File: src/rtl/cpu_pkg.sv
// Shared CPU definitions: opcodes, NOP encoding, op classes and the
// load-tracking entry used by the memory stage.
package cpu_pkg;

  localparam logic [5:0]  OP_LOAD  = 6'b010000;
  localparam logic [5:0]  OP_STORE = 6'b010001;
  localparam logic [63:0] NOP_INST = {3'b111, 61'b0};

  typedef enum logic [1:0] {
    CLS_PASS  = 2'd0,
    CLS_LOAD  = 2'd1,
    CLS_STORE = 2'd2
  } op_class_e;

  typedef struct packed {
    logic        valid;
    logic [4:0]  rt;
    logic [63:0] inst;
    logic        err;
  } track_entry_t;

  function automatic op_class_e op_class(input logic [5:0] opcode);
    op_class_e cls;
    case (opcode)
      OP_LOAD:  cls = CLS_LOAD;
      OP_STORE: cls = CLS_STORE;
      default:  cls = CLS_PASS;
    endcase
    return cls;
  endfunction

  // Instructions that write a register through writeback; fetch/decode/exec
  // stall exactly this class while memory_used is high.
  function automatic logic is_wb_bound(input logic [5:0] opcode,
                                       input logic u_flag,
                                       input logic l_flag);
    return (op_class(opcode) == CLS_PASS) && (u_flag || l_flag);
  endfunction

endpackage

File: src/rtl/load_track.sv
// RD_LAT-deep shift register following each accepted load through the BRAM
// read latency; the tail entry lines up with valid doutb.
module load_track
  import cpu_pkg::*;
#(
  parameter int RD_LAT = 2
) (
  input  logic         clk,
  input  logic         rstn,
  input  logic         flush,
  input  logic         push,
  input  logic [4:0]   push_rt,
  input  logic [63:0]  push_inst,
  input  logic         push_err,
  output track_entry_t tail,
  output logic         any_valid
);

  track_entry_t stage_r [RD_LAT];

  // Advance entries one stage per cycle; flush discards everything in flight.
  always_ff @(posedge clk or negedge rstn) begin
    if (!rstn) begin
      for (int i = 0; i < RD_LAT; i++) stage_r[i] <= '0;
    end else if (flush) begin
      for (int i = 0; i < RD_LAT; i++) stage_r[i] <= '0;
    end else begin
      if (push) begin
        stage_r[0] <= '{valid: 1'b1, rt: push_rt, inst: push_inst, err: push_err};
      end else begin
        stage_r[0] <= '0;
      end
      for (int i = 1; i < RD_LAT; i++) stage_r[i] <= stage_r[i-1];
    end
  end

  // Reduce the stage valid bits.
  always_comb begin
    any_valid = 1'b0;
    for (int i = 0; i < RD_LAT; i++) any_valid = any_valid | stage_r[i].valid;
  end

  assign tail = stage_r[RD_LAT-1];

endmodule

File: src/rtl/mem_access.sv
// Memory stage: drives the data BRAM, tracks loads across the read latency
// and hands results or pass-through instructions to writeback.
module mem_access
  import cpu_pkg::*;
#(
  parameter int ADDR_W = 15,
  parameter int RD_LAT = 2
) (
  input  logic              clk,
  input  logic              rstn,
  input  logic              interlock,
  input  logic [63:0]       inst,
  input  logic [31:0]       u_tdata,
  input  logic [31:0]       l_tdata,
  input  logic [4:0]        u_rt,
  input  logic [4:0]        l_rt,
  input  logic              u_rt_flag,
  input  logic              l_rt_flag,
  input  logic [31:0]       ea,
  input  logic [31:0]       st_data,
  output logic [ADDR_W-1:0] addra,
  output logic [31:0]       dina,
  output logic              wea,
  output logic [ADDR_W-1:0] addrb,
  input  logic [31:0]       doutb,
  output logic [63:0]       inst_to_the_next,
  output logic [31:0]       u_tdata_to_the_next,
  output logic [31:0]       l_tdata_to_the_next,
  output logic [4:0]        u_rt_to_the_next,
  output logic [4:0]        l_rt_to_the_next,
  output logic              u_rt_flag_to_the_next,
  output logic              l_rt_flag_to_the_next,
  output logic              memory_used,
  output logic              addr_err,
  output logic              proto_err
);

  op_class_e    cls_s;
  logic         addr_bad_s;
  logic         load_acc_s;
  logic         store_acc_s;
  logic         wb_bound_s;
  logic         any_valid_s;
  track_entry_t tail_s;

  logic [63:0]  nxt_inst_s;
  logic [31:0]  nxt_u_tdata_s;
  logic [31:0]  nxt_l_tdata_s;
  logic [4:0]   nxt_u_rt_s;
  logic [4:0]   nxt_l_rt_s;
  logic         nxt_u_flag_s;
  logic         nxt_l_flag_s;
  logic         nxt_addr_err_s;
  logic         nxt_proto_err_s;

  // Decode the incoming instruction and qualify it against reset and flush.
  always_comb begin
    cls_s       = op_class(inst[63:58]);
    addr_bad_s  = (ea >> ADDR_W) != 32'd0;
    load_acc_s  = rstn && !interlock && (cls_s == CLS_LOAD);
    store_acc_s = rstn && !interlock && (cls_s == CLS_STORE);
    wb_bound_s  = is_wb_bound(inst[63:58], u_rt_flag, l_rt_flag);
  end

  // BRAM ports are driven in the accepting cycle; an out-of-range store never writes.
  always_comb begin
    addra       = rstn ? ea[ADDR_W-1:0] : {ADDR_W{1'b0}};
    addrb       = rstn ? ea[ADDR_W-1:0] : {ADDR_W{1'b0}};
    dina        = rstn ? st_data : 32'd0;
    wea         = store_acc_s && !addr_bad_s;
    memory_used = rstn && (load_acc_s || any_valid_s);
  end

  load_track #(.RD_LAT(RD_LAT)) u_load_track (
    .clk       (clk),
    .rstn      (rstn),
    .flush     (interlock),
    .push      (load_acc_s),
    .push_rt   (l_rt),
    .push_inst (inst),
    .push_err  (addr_bad_s),
    .tail      (tail_s),
    .any_valid (any_valid_s)
  );

  // Select what writeback sees next: a returning load wins, anything arriving
  // behind an in-flight load is swallowed as NOP.
  always_comb begin
    nxt_inst_s    = NOP_INST;
    nxt_u_tdata_s = 32'd0;
    nxt_l_tdata_s = 32'd0;
    nxt_u_rt_s    = 5'd0;
    nxt_l_rt_s    = 5'd0;
    nxt_u_flag_s  = 1'b0;
    nxt_l_flag_s  = 1'b0;
    if (interlock) begin
      nxt_inst_s = NOP_INST;
    end else if (tail_s.valid) begin
      nxt_inst_s    = tail_s.inst;
      nxt_l_tdata_s = tail_s.err ? 32'd0 : doutb;
      nxt_l_rt_s    = tail_s.rt;
      nxt_l_flag_s  = !tail_s.err;
    end else if (any_valid_s) begin
      nxt_inst_s = NOP_INST;
    end else begin
      case (cls_s)
        CLS_LOAD: begin
          nxt_inst_s = NOP_INST;
        end
        CLS_STORE: begin
          nxt_inst_s    = inst;
          nxt_u_tdata_s = u_tdata;
          nxt_l_tdata_s = l_tdata;
          nxt_u_rt_s    = u_rt;
          nxt_l_rt_s    = l_rt;
        end
        CLS_PASS: begin
          nxt_inst_s    = inst;
          nxt_u_tdata_s = u_tdata;
          nxt_l_tdata_s = l_tdata;
          nxt_u_rt_s    = u_rt;
          nxt_l_rt_s    = l_rt;
          nxt_u_flag_s  = u_rt_flag;
          nxt_l_flag_s  = l_rt_flag;
        end
        default: begin
          nxt_inst_s = NOP_INST;
        end
      endcase
    end
  end

  // Sticky error detection for accepted instructions.
  always_comb begin
    nxt_addr_err_s  = addr_err  || (!interlock && (cls_s != CLS_PASS) && addr_bad_s);
    nxt_proto_err_s = proto_err || (!interlock && any_valid_s && wb_bound_s);
  end

  // Writeback-facing output and sticky flag registers.
  always_ff @(posedge clk or negedge rstn) begin
    if (!rstn) begin
      inst_to_the_next      <= NOP_INST;
      u_tdata_to_the_next   <= 32'd0;
      l_tdata_to_the_next   <= 32'd0;
      u_rt_to_the_next      <= 5'd0;
      l_rt_to_the_next      <= 5'd0;
      u_rt_flag_to_the_next <= 1'b0;
      l_rt_flag_to_the_next <= 1'b0;
      addr_err              <= 1'b0;
      proto_err             <= 1'b0;
    end else begin
      inst_to_the_next      <= nxt_inst_s;
      u_tdata_to_the_next   <= nxt_u_tdata_s;
      l_tdata_to_the_next   <= nxt_l_tdata_s;
      u_rt_to_the_next      <= nxt_u_rt_s;
      l_rt_to_the_next      <= nxt_l_rt_s;
      u_rt_flag_to_the_next <= nxt_u_flag_s;
      l_rt_flag_to_the_next <= nxt_l_flag_s;
      addr_err              <= nxt_addr_err_s;
      proto_err             <= nxt_proto_err_s;
    end
  end

endmodule

File: config.mk
export PLATFORM = sky130hd
export DESIGN_NAME = mem_access
export DESIGN_NICKNAME = d
export VERILOG_FILES = /design/src/rtl/cpu_pkg.sv /design/src/rtl/load_track.sv /design/src/rtl/mem_access.sv
export SDC_FILE = /design/constraint.sdc
export NUM_CORES = 1
export LEC_CHECK = 0
export BUFFER_PORTS_ARGS = -buffer_cell sky130_fd_sc_hd__buf_2
export CAP_MARGIN = 10
export CORE_AREA = 2 2 173 175
export DETAILED_ROUTE_END_ITERATION = 6
export DIE_AREA = 0 0 175 177
export PLACE_DENSITY = 0.58
export SYNTH_ARGS = -nofsm -noshare
export SYNTH_HDL_FRONTEND = slang
export SYNTH_SLANG_ARGS = --single-unit
File: constraint.sdc
create_clock -name clk -period 1.95 [get_ports clk]
set_input_delay 0.2925 -clock clk [delete_from_list [all_inputs] [get_ports clk]]
set_output_delay 0.2925 -clock clk [all_outputs]
set_load 0.03 [all_outputs]
==> impl_metrics.toml, run 1 <==
[setup_path]
crit_arrival_ns = 1.54
cp_slowest_cell = "dfrtp_1"
crit_chain = "buf_4 > o21ai_0 > o21ai_2 > buf_2"
crit_family = "flip-flops"
path_max_fanout = 13
cp-end-kind = "primary output"
cp-start-kind = "flip-flop"
cp.required_ns = 1.66
slowest_delay_ns = 0.37
path_class = "flip-flop to primary output"
critPathBufInv = 2

[sta]
tightest_slew_ns = 0.818
relSlewSlack = 0.455
finalCritPeriodShare = 0.940
finalCriticalPeriod_ns = 1.83
fin_tns_setup_ns = 0
setup_ws_ns = 0.117
max_freq_ghz = 0.546
finalHoldViolCount = 67
finalMaxSlewViolations = 0
rsz0062_at_grt = "false"
holdWs_ns = -0.178
setup_viol = 0
skew_ns = 0.0124

[detailed_routing]
ant_nets = 0
drt-pass1-iter-count = 4
vias = 7921
routed_wl_um = 30300
drt_iter0_drc = 355
drcViolationCount = 0
wire_per_inst_um = 17.5
via_per_inst = 4.56

[global_routing]
track_usage = 0.188
antenna_found_initial = 0
grt_first_pass_wirelength_um = 45700
grt_pass1_vias = 8010
grt_remaining_overflow = 0
grt_max_degree = 80

[place]
pre_cts_ws_ns = 0.0533
portBuffers = 444
place_hpwl_um = 18700
routabilityCongestion = 0.782

[clocking]
cts_post_setup_buffers_inserted = 0
clk_path_buf_depth = 3
clkLatencyLatePin_ns = 0.54
cts-buffers-inserted = 31
clock_sinks = 284
post_cts_resized = 0
tritoncts = "done"
htree_num_levels = 1
root_buffer = "clkbuf_16"
cts_hold_buf = 171
clk_pin_slew_worst_paths_ns = 0.06

[power]
p_per_area_nw_per_um2 = 901
leakage_uw = 0.00801
p_total_uw = 14000
peakVddDrop_mv = 0.630

[run_status]
status = "finished with violations"
violations = "hold timing"

[layout]
layout-drive-gt1-share = 0.392
nets = 1561
area_growth_pct = 54.6
fillers = 2503
mostFrequentLayoutCells = "442 x buf_2, 281 x dfrtp_1, 169 x dlygate4sd3_1, 95 x a22o_1, 84 x and2_1"
final_common_cell = "buf_2"

[synth]
ys.warnings.count = 0
seq_area_frac_synth = 0.708
ys_ff_latch = 284
synthesis.area_um2 = 10000
synth_cells = 716
yosysUniqueCellTypes = 32
syn_avg_cell_area_um2 = 14.0

[die]
row_count = 63
die-area_um2 = 31000
core_area_um2 = 29200
die_h_um = 177
initial_core_util = 0.343
die_x_um = 175
io_pins = 445

[min_path]
hold_path.class = "input port to async pin"

[run]
maxCapViolCount = 0
[Yosys cell counts]
library cell,count,area share
nand4_1,1,0.00062
and3_1,1,0.00062
nand2_1,1,0.00037
dfstp_2,3,0.0079
inv_1,5,0.0019
nand2b_1,1,0.00062
o22ai_1,1,0.00062
nor2b_1,73,0.045
or3_1,1,0.00062
a21oi_1,5,0.0025
conb_1,1,0.00037
nor4_1,3,0.0019
and2_1,84,0.052
buf_4,18,0.013
nor3_1,3,0.0015
nor4bb_1,1,0.0010
and4_1,1,0.00087
nor2_1,10,0.0037
a22o_1,95,0.083
a31o_2,1,0.00087
nor3b_1,66,0.049
buf_6,1,0.0011
dfrtp_1,281,0.70
clkbuf_1,34,0.013
o21ai_0,3,0.0015
a21o_1,1,0.00075
a211oi_1,1,0.00075
buf_1,3,0.0011
nor4b_4,1,0.0024
a31oi_4,1,0.0021
buf_2,13,0.0065
a31oi_1,2,0.0012
[worst paths after layout]
kind	cells after the start	start	end	slack (ns)
max	4	u_load_track.tail[70]	memory_used	0.12
min	2	rstn	u_load_track.stage_r[111]	-0.18
max reg2reg	4	u_load_track.stage_r[141]	inst_to_the_next[24]	0.26
min reg2reg	1	u_load_track.stage_r[120]	u_load_track.tail[49]	0.44
max in group asynchronous	4	rstn	l_tdata_to_the_next[25]	1.03
min in group clk	2	l_tdata[0]	l_tdata_to_the_next[0]	0.04
[per-layer routing]
metal  share of wire  GRT usage  routed length, um  vias to the layer above
li1                -          -                  -                     3623
met1            0.41      0.242              12500                     3934
met2            0.50      0.322              15000                      319
met3           0.073     0.0447               2220                       45
met4           0.019     0.0448                565                        0
met5               0          0                  0                        -
[report_power, final]
group	switching, uW	leakage [uW]	total [uW]	internal [uW]
clock network	2290	0.000526	6030	3740
registers	56.2	0.00379	6130	6070
logic	1060	0.00369	1820	755
[cell type report]
cell class / instances / area (um^2) / share of cell area
sequential: 284 / 7110 / 0.458
tap: 390 / 488 / 0.0314
clock buffer: 47 / 916 / 0.0590
antenna: 1 / 2.50 / 0.000161
clock inverter: 10 / 156 / 0.0101
inverter: 5 / 18.8 / 0.00121
multi-input combinational: 362 / 2600 / 0.168
timing repair buffer: 638 / 4230 / 0.272
[stage by stage]
stage / utilization / cell area, um^2 / std cells
final: 0.531 / 15500 / 1737
after detailed placement: 0.435 / 12700 / 1508
after CTS: 0.531 / 15500 / 1736
after global routing: 0.531 / 15500 / 1736
after global placement: 0.435 / 12700 / 1508
after floorplan: - / 10100 / 720
[sequential cells by signal (all words and copies together), names as in the netlist]
signal                 flops
u_load_track.stage_r      71
u_load_track.tail         71
inst_to_the_next          64
l_tdata_to_the_next       32
u_tdata_to_the_next       32
l_rt_to_the_next           5
u_rt_to_the_next           5
addr_err                   1
l_rt_flag_to_the_next      1
proto_err                  1
u_rt_flag_to_the_next      1
[logic make-up (layout without fill, tap and decap cells)]
kind of cell	count (synthesis)	in the layout	synth area share
simple gates	247	247	0.161
flops	284	284	0.708
buf+inv	74	700	0.0368
compound gates	110	110	0.0932
other cells	1	6	0.000374
(Power assumes the default switching activity.)
==> run 2, diff against run 1 <==
==> constraint.sdc (replaced) <==
create_clock -name clk -period 1.95 [get_ports clk]
set_input_delay 0.39 -clock clk [delete_from_list [all_inputs] [get_ports clk]]
set_output_delay 0.39 -clock clk [all_outputs]
set_load 0.03 [all_outputs]
==> run 2 against run 1 <==
- the flow now finishes without violations
- cell area is 11% lower
- clock skew is 0.0016 ns higher
- global-route usage shrank 1.3 points
- sequential cell count is the same
- combinational power fell by 14%
- hold slack improved by 0.20 ns
- first-iteration DRC count grew 5.9%
- critical path depth rose by 1
- core utilization shrank 5.6 points
- fmax is 5.0% lower
- via count fell by 10%
- clock-buffer cell count is 5 lower
- largest cell class unchanged
==> impl_metrics.toml, run 2 (synthesized netlist as in run 1, its figures left out) <==
[clocking]
root_buffer = "clkbuf_16"
clk_pin_slew_worst_paths_ns = 0.06
tritoncts = "done"
clk_path_buf_depth = 3
htree_num_levels = 1
clock_sinks = 284
clkLatencyLatePin_ns = 0.54
cts-buffers-inserted = 30

[die]
row_count = 63
die_h_um = 177
io_pins = 445
die_x_um = 175
initial_core_util = 0.343
die-area_um2 = 31000
core_area_um2 = 29200

[layout]
final_core_util = 0.475
mostFrequentLayoutCells = "438 x buf_2, 281 x dfrtp_1, 95 x a22o_1, 84 x and2_1, 72 x nor2b_1"
final_common_cell = "buf_2"
nets = 1401
area_growth_pct = 38.4
final_cell_count_no_fill = 1568
layout-drive-gt1-share = 0.453

[min_path]
hold_path.class = "input port to async pin"

[run]
maxCapViolCount = 0

[global_routing]
grt_first_pass_wirelength_um = 42100
grt_max_degree = 117
track_usage = 0.175
antenna_found_initial = 1
grt_remaining_overflow = 0
grt_pass1_vias = 7212

[power]
peakVddDrop_mv = 0.642
p_per_area_nw_per_um2 = 964
p_total_uw = 13400
leakage_uw = 0.00732

[setup_path]
cp.required_ns = 1.56
cp-end-kind = "primary output"
cp-start-kind = "input port"
crit_arrival_ns = 1.54
path_max_fanout = 3
path_class = "input port to primary output"

[detailed_routing]
via_per_inst = 4.54
routed_wl_um = 27900
vias = 7115
drt_iter0_drc = 376
drt-pass1-iter-count = 4
ant_nets = 0
drcViolationCount = 0
wire_per_inst_um = 17.8

[sta]
finalCritPeriodShare = 0.990
finalMaxSlewViolations = 0
holdWs_ns = 0.0216
rsz0062_at_grt = "true"
finalHoldViolCount = 0
skew_ns = 0.0141
max_freq_ghz = 0.518
finalCriticalPeriod_ns = 1.93
tightest_slew_ns = 0.784
relSlewSlack = 0.477
setup_viol = 0

[run_status]
status = "complete, no violations"

[place]
routabilityCongestion = 0.816
portBuffers = 444
place_hpwl_um = 19400
placedCellCount = 1516
==> run 2: changes by cell type in the layout (fill, tap and decap cells not counted), moves of 3 or more <==
| cell | previous run | this run |
|---|---|---|
| clkinv_2 | 4 | 1 |
| clkbuf_1 | 8 | 4 |
| buf_4 | 17 | 24 |
| buf_6 | 0 | 3 |
| buf_2 | 442 | 438 |
| dlygate4sd3_1 | 169 | 2 |
==> run 2: cell type report <==
class                           count  area, um^2
Antenna cell                        1        2.50
Inverter                            5        18.8
Multi-Input combinational cell    362        2620
Timing Repair Buffer              479        2660
Sequential cell                   284        7110
Clock inverter                      5         104
Clock buffer                       42         887
Tap cell                          390         488
Fill cell                        2663       15400
==> run 2: routing by layer <==
metal / share of wire / wire length, um / global-route usage
met5: 0 / 0 / 0
met4: 0.018 / 500 / 0.0344
met3: 0.081 / 2260 / 0.0503
met2: 0.49 / 13600 / 0.298
met1: 0.41 / 11500 / 0.225
==> run 2: power breakdown <==
group	switching (uW)	internal, uW	leakage (uW)	total, uW
clock	2180	3510	0.000488	5700
sequential	50.1	6070	0.00379	6120
combinational	1010	558	0.00304	1570
==> run 2: per-stage QoR <==
step / setup WS (ns) / instance area, um^2 / TNS (ns)
after floorplan: -0.0978 / 10100 / -0.143
after global placement: -0.0953 / 12800 / -0.0953
after detailed placement: -0.103 / 12800 / -0.129
after CTS: 0.00434 / 13800 / 0
after global routing: -0.0275 / 13900 / -0.0275
final: 0.0199 / 13900 / 0
==> run 2: worst paths after layout <==
kind                       cells after the start                 startpoint  slack [ns]                      end
max                                            5                   inst[59]        0.02                      wea
min                                            2                       rstn        0.02    u_load_track.tail[60]
max reg2reg                                    5  u_load_track.stage_r[141]        0.34  l_tdata_to_the_next[18]
min reg2reg                                    1   u_load_track.stage_r[73]        0.46     u_load_track.tail[2]
max in group asynchronous                      3                       rstn        0.92  l_tdata_to_the_next[13]
min in group clk                               2                u_tdata[29]        0.05  u_tdata_to_the_next[29]
==> run 2: repair_timing <==
item | 4_1_cts | 5_1_grt
resized for setup | 7 | 7
setup buffers | 0 | 2
endpoints found under the hold margin | 34 | 0
pin swaps | 1 | 4
hold buffers | 2 | 0
endpoints found under the setup margin | 2 | 2
==> run 2: critical path: stages <==
cell	delay, ns
buf_8	0.10
nor4b_4	0.28
nand4_1	0.24
nor4bb_4	0.35
buf_6	0.17
==> run 3, diff against run 2 <==
--- a/config.mk
+++ b/config.mk
@@ -7,10 +7,10 @@
 export LEC_CHECK = 0
 export BUFFER_PORTS_ARGS = -buffer_cell sky130_fd_sc_hd__buf_2
 export CAP_MARGIN = 10
-export CORE_AREA = 2 2 173 175
+export CORE_AREA = 5 5 171 173
 export DETAILED_ROUTE_END_ITERATION = 6
-export DIE_AREA = 0 0 175 177
-export PLACE_DENSITY = 0.58
+export DIE_AREA = 0 0 176 178
+export PLACE_DENSITY = 0.61
 export SYNTH_ARGS = -nofsm -noshare
 export SYNTH_HDL_FRONTEND = slang
 export SYNTH_SLANG_ARGS = --single-unit
==> run 3 against run 2 <==
- the flow now finishes with violations (setup timing)
- clock skew grew 0.0098 ns
- register-to-register slack worse by 0.07 ns
- clock-buffer cell count up 1
- critical path depth unchanged
- die area is 1.1% higher
- via count increased by 1.5%
- hold slack gained 0.014 ns
- clock power grew 7.2%
- critical path type unchanged
==> impl_metrics.toml, run 3 (synthesized netlist as in run 1, its figures left out) <==
[die]
die_x_um = 176
io_pins = 445
row_count = 61
die_h_um = 178
die-area_um2 = 31300
initial_core_util = 0.365
core_area_um2 = 27500

[power]
power.share.sequential = 0.443
leakage_uw = 0.00741
clkPwrFrac = 0.443
p_int_uw = 10400
power.share.switching = 0.245
p_per_area_nw_per_um2 = 986
peakVddDrop_mv = 0.597
p_switching_uw = 3380
power_frac_comb = 0.114

[detailed_routing]
routed_wl_um = 29600
via_per_inst = 4.70
drt_iter0_drc = 291
drt-pass1-iter-count = 4
wire_per_inst_um = 19.2
ant_nets = 0
drcViolationCount = 0
vias = 7223

[setup_path]
cp-end-kind = "primary output"
crit_chain = "buf_8 > nor4b_4 > nand4_1 > nor4bb_4 > buf_6"
slowest_delay_ns = 0.33
r2r_cells = 4
cp.required_ns = 1.56
cp-start-kind = "input port"
path_class = "input port to primary output"
cp_slowest_cell = "nor4bb_4"
path_max_fanout = 4
crit_arrival_ns = 1.57

[sta]
setup_viol = 1
relSlewSlack = 0.479
max_freq_ghz = 0.511
finalCriticalPeriod_ns = 1.96
tightest_slew_ns = 0.781
rsz0062_at_grt = "true"
fin_tns_setup_ns = -0.00829
skew_ns = 0.0238
finalCritPeriodShare = 1.00
setup_ws_ns = -0.00829
finalHoldViolCount = 0
holdWs_ns = 0.0359
finalMaxSlewViolations = 0

[layout]
area_growth_pct = 39.5
design_area_um2 = 14000
layout-drive-gt1-share = 0.456
diodes = 0
final_cell_count_no_fill = 1538
mostFrequentLayoutCells = "438 x buf_2, 281 x dfrtp_1, 95 x a22o_1, 84 x and2_1, 72 x nor2b_1"
final_common_cell = "buf_2"
nets = 1409

[clocking]
clkLatencyLatePin_ns = 0.56
cts-buffers-inserted = 30
clock_sinks = 284
clk_path_buf_depth = 3
tritoncts = "done"
root_buffer = "clkbuf_16"
htree_num_levels = 1
clk_pin_slew_worst_paths_ns = 0.06

[global_routing]
antenna_found_initial = 3
grt_first_pass_wirelength_um = 44800
track_usage = 0.182
grt_remaining_overflow = 0
grt_max_degree = 75
grt_pass1_vias = 7617

[place]
placedCellCount = 1475
routabilityCongestion = 0.901
placed_area_um2 = 12800
portBuffers = 444
place_hpwl_um = 21000

[min_path]
hold_path.class = "input port to async pin"

[run_status]
violations = "setup timing"
status = "finished with violations"

[run]
maxCapViolCount = 0
==> run 3: changes by cell type in the layout (fill, tap and decap cells not counted), sizes merged <==
cell,change
clkinv,+5
inv,-1
clkbuf,+1
dlygate4sd3,+1
bufinv,+2
buf,+7
diode,-1
==> run 3: cell type report <==
type	instances	area, um^2
inverter	5	18.8
tap	346	433
clock inverter	11	213
clock buffer	43	880
timing repair buffer	487	2730
multi-input combinational	362	2620
fill	2435	13500
sequential	284	7110
==> run 3: path summary, 6_finish.rpt <==
check / from / to / slack [ns]
max reg2reg: u_load_track.stage_r[141] / inst_to_the_next[6] / 0.27
max: inst[63] / wea / -0.008
min in group clk: u_tdata[13] / u_tdata_to_the_next[13] / 0.04
min: rstn / u_load_track.stage_r[130] / 0.04
min reg2reg: u_load_track.stage_r[121] / u_load_track.tail[50] / 0.45
max in group asynchronous: rstn / inst_to_the_next[32] / 0.90
==> run 3: power groups by stage <==
stage	clock network, uW	registers, uW	logic (uW)
2_1_floorplan	0	6560	482
3_3_place_gp	0	6220	1570
3_5_place_dp	0	6230	1580
4_1_cts	6280	6120	1600
5_1_grt	6530	6130	1690
6_report	6110	6120	1580
==> run 3: per-layer routing <==
| metal | global-route usage | vias up | wire length, um |
|---|---|---|---|
| li1 | - | 3311 | - |
| met5 | 0 | - | 20 |
| met2 | 0.305 | 278 | 14500 |
| met3 | 0.0572 | 56 | 2710 |
| met4 | 0.0406 | 4 | 573 |
| met1 | 0.234 | 3574 | 11800 |
==> run 3: what timing repair did <==
item / 4_1_cts / 5_1_grt
setup buffers: 3 / 1
setup endpoints to repair: 2 / 2
pin swaps: 4 / 3
hold buffers: 5 / 0
cloned: 0 / 0
gates resized for setup: 10 / 1
endpoints found under the hold margin: 84 / 0
==> run 3: per-stage QoR <==
stage	util	setup WS, ns	total power, uW
CTS	0.509	-0.00863	14000
finish	0.510	-0.00829	13800
detailed placement	0.465	-0.0794	7800
floorplan	-	-0.0978	7050
global placement	0.465	-0.0481	7790
global route	0.510	-0.0715	14400
==> run 3: critical path, delay by kind of cell <==
| family | cells | cell delay, ns |
|---|---|---|
| buf+inv | 2 | 0.27 |
| simple gates | 3 | 0.90 |
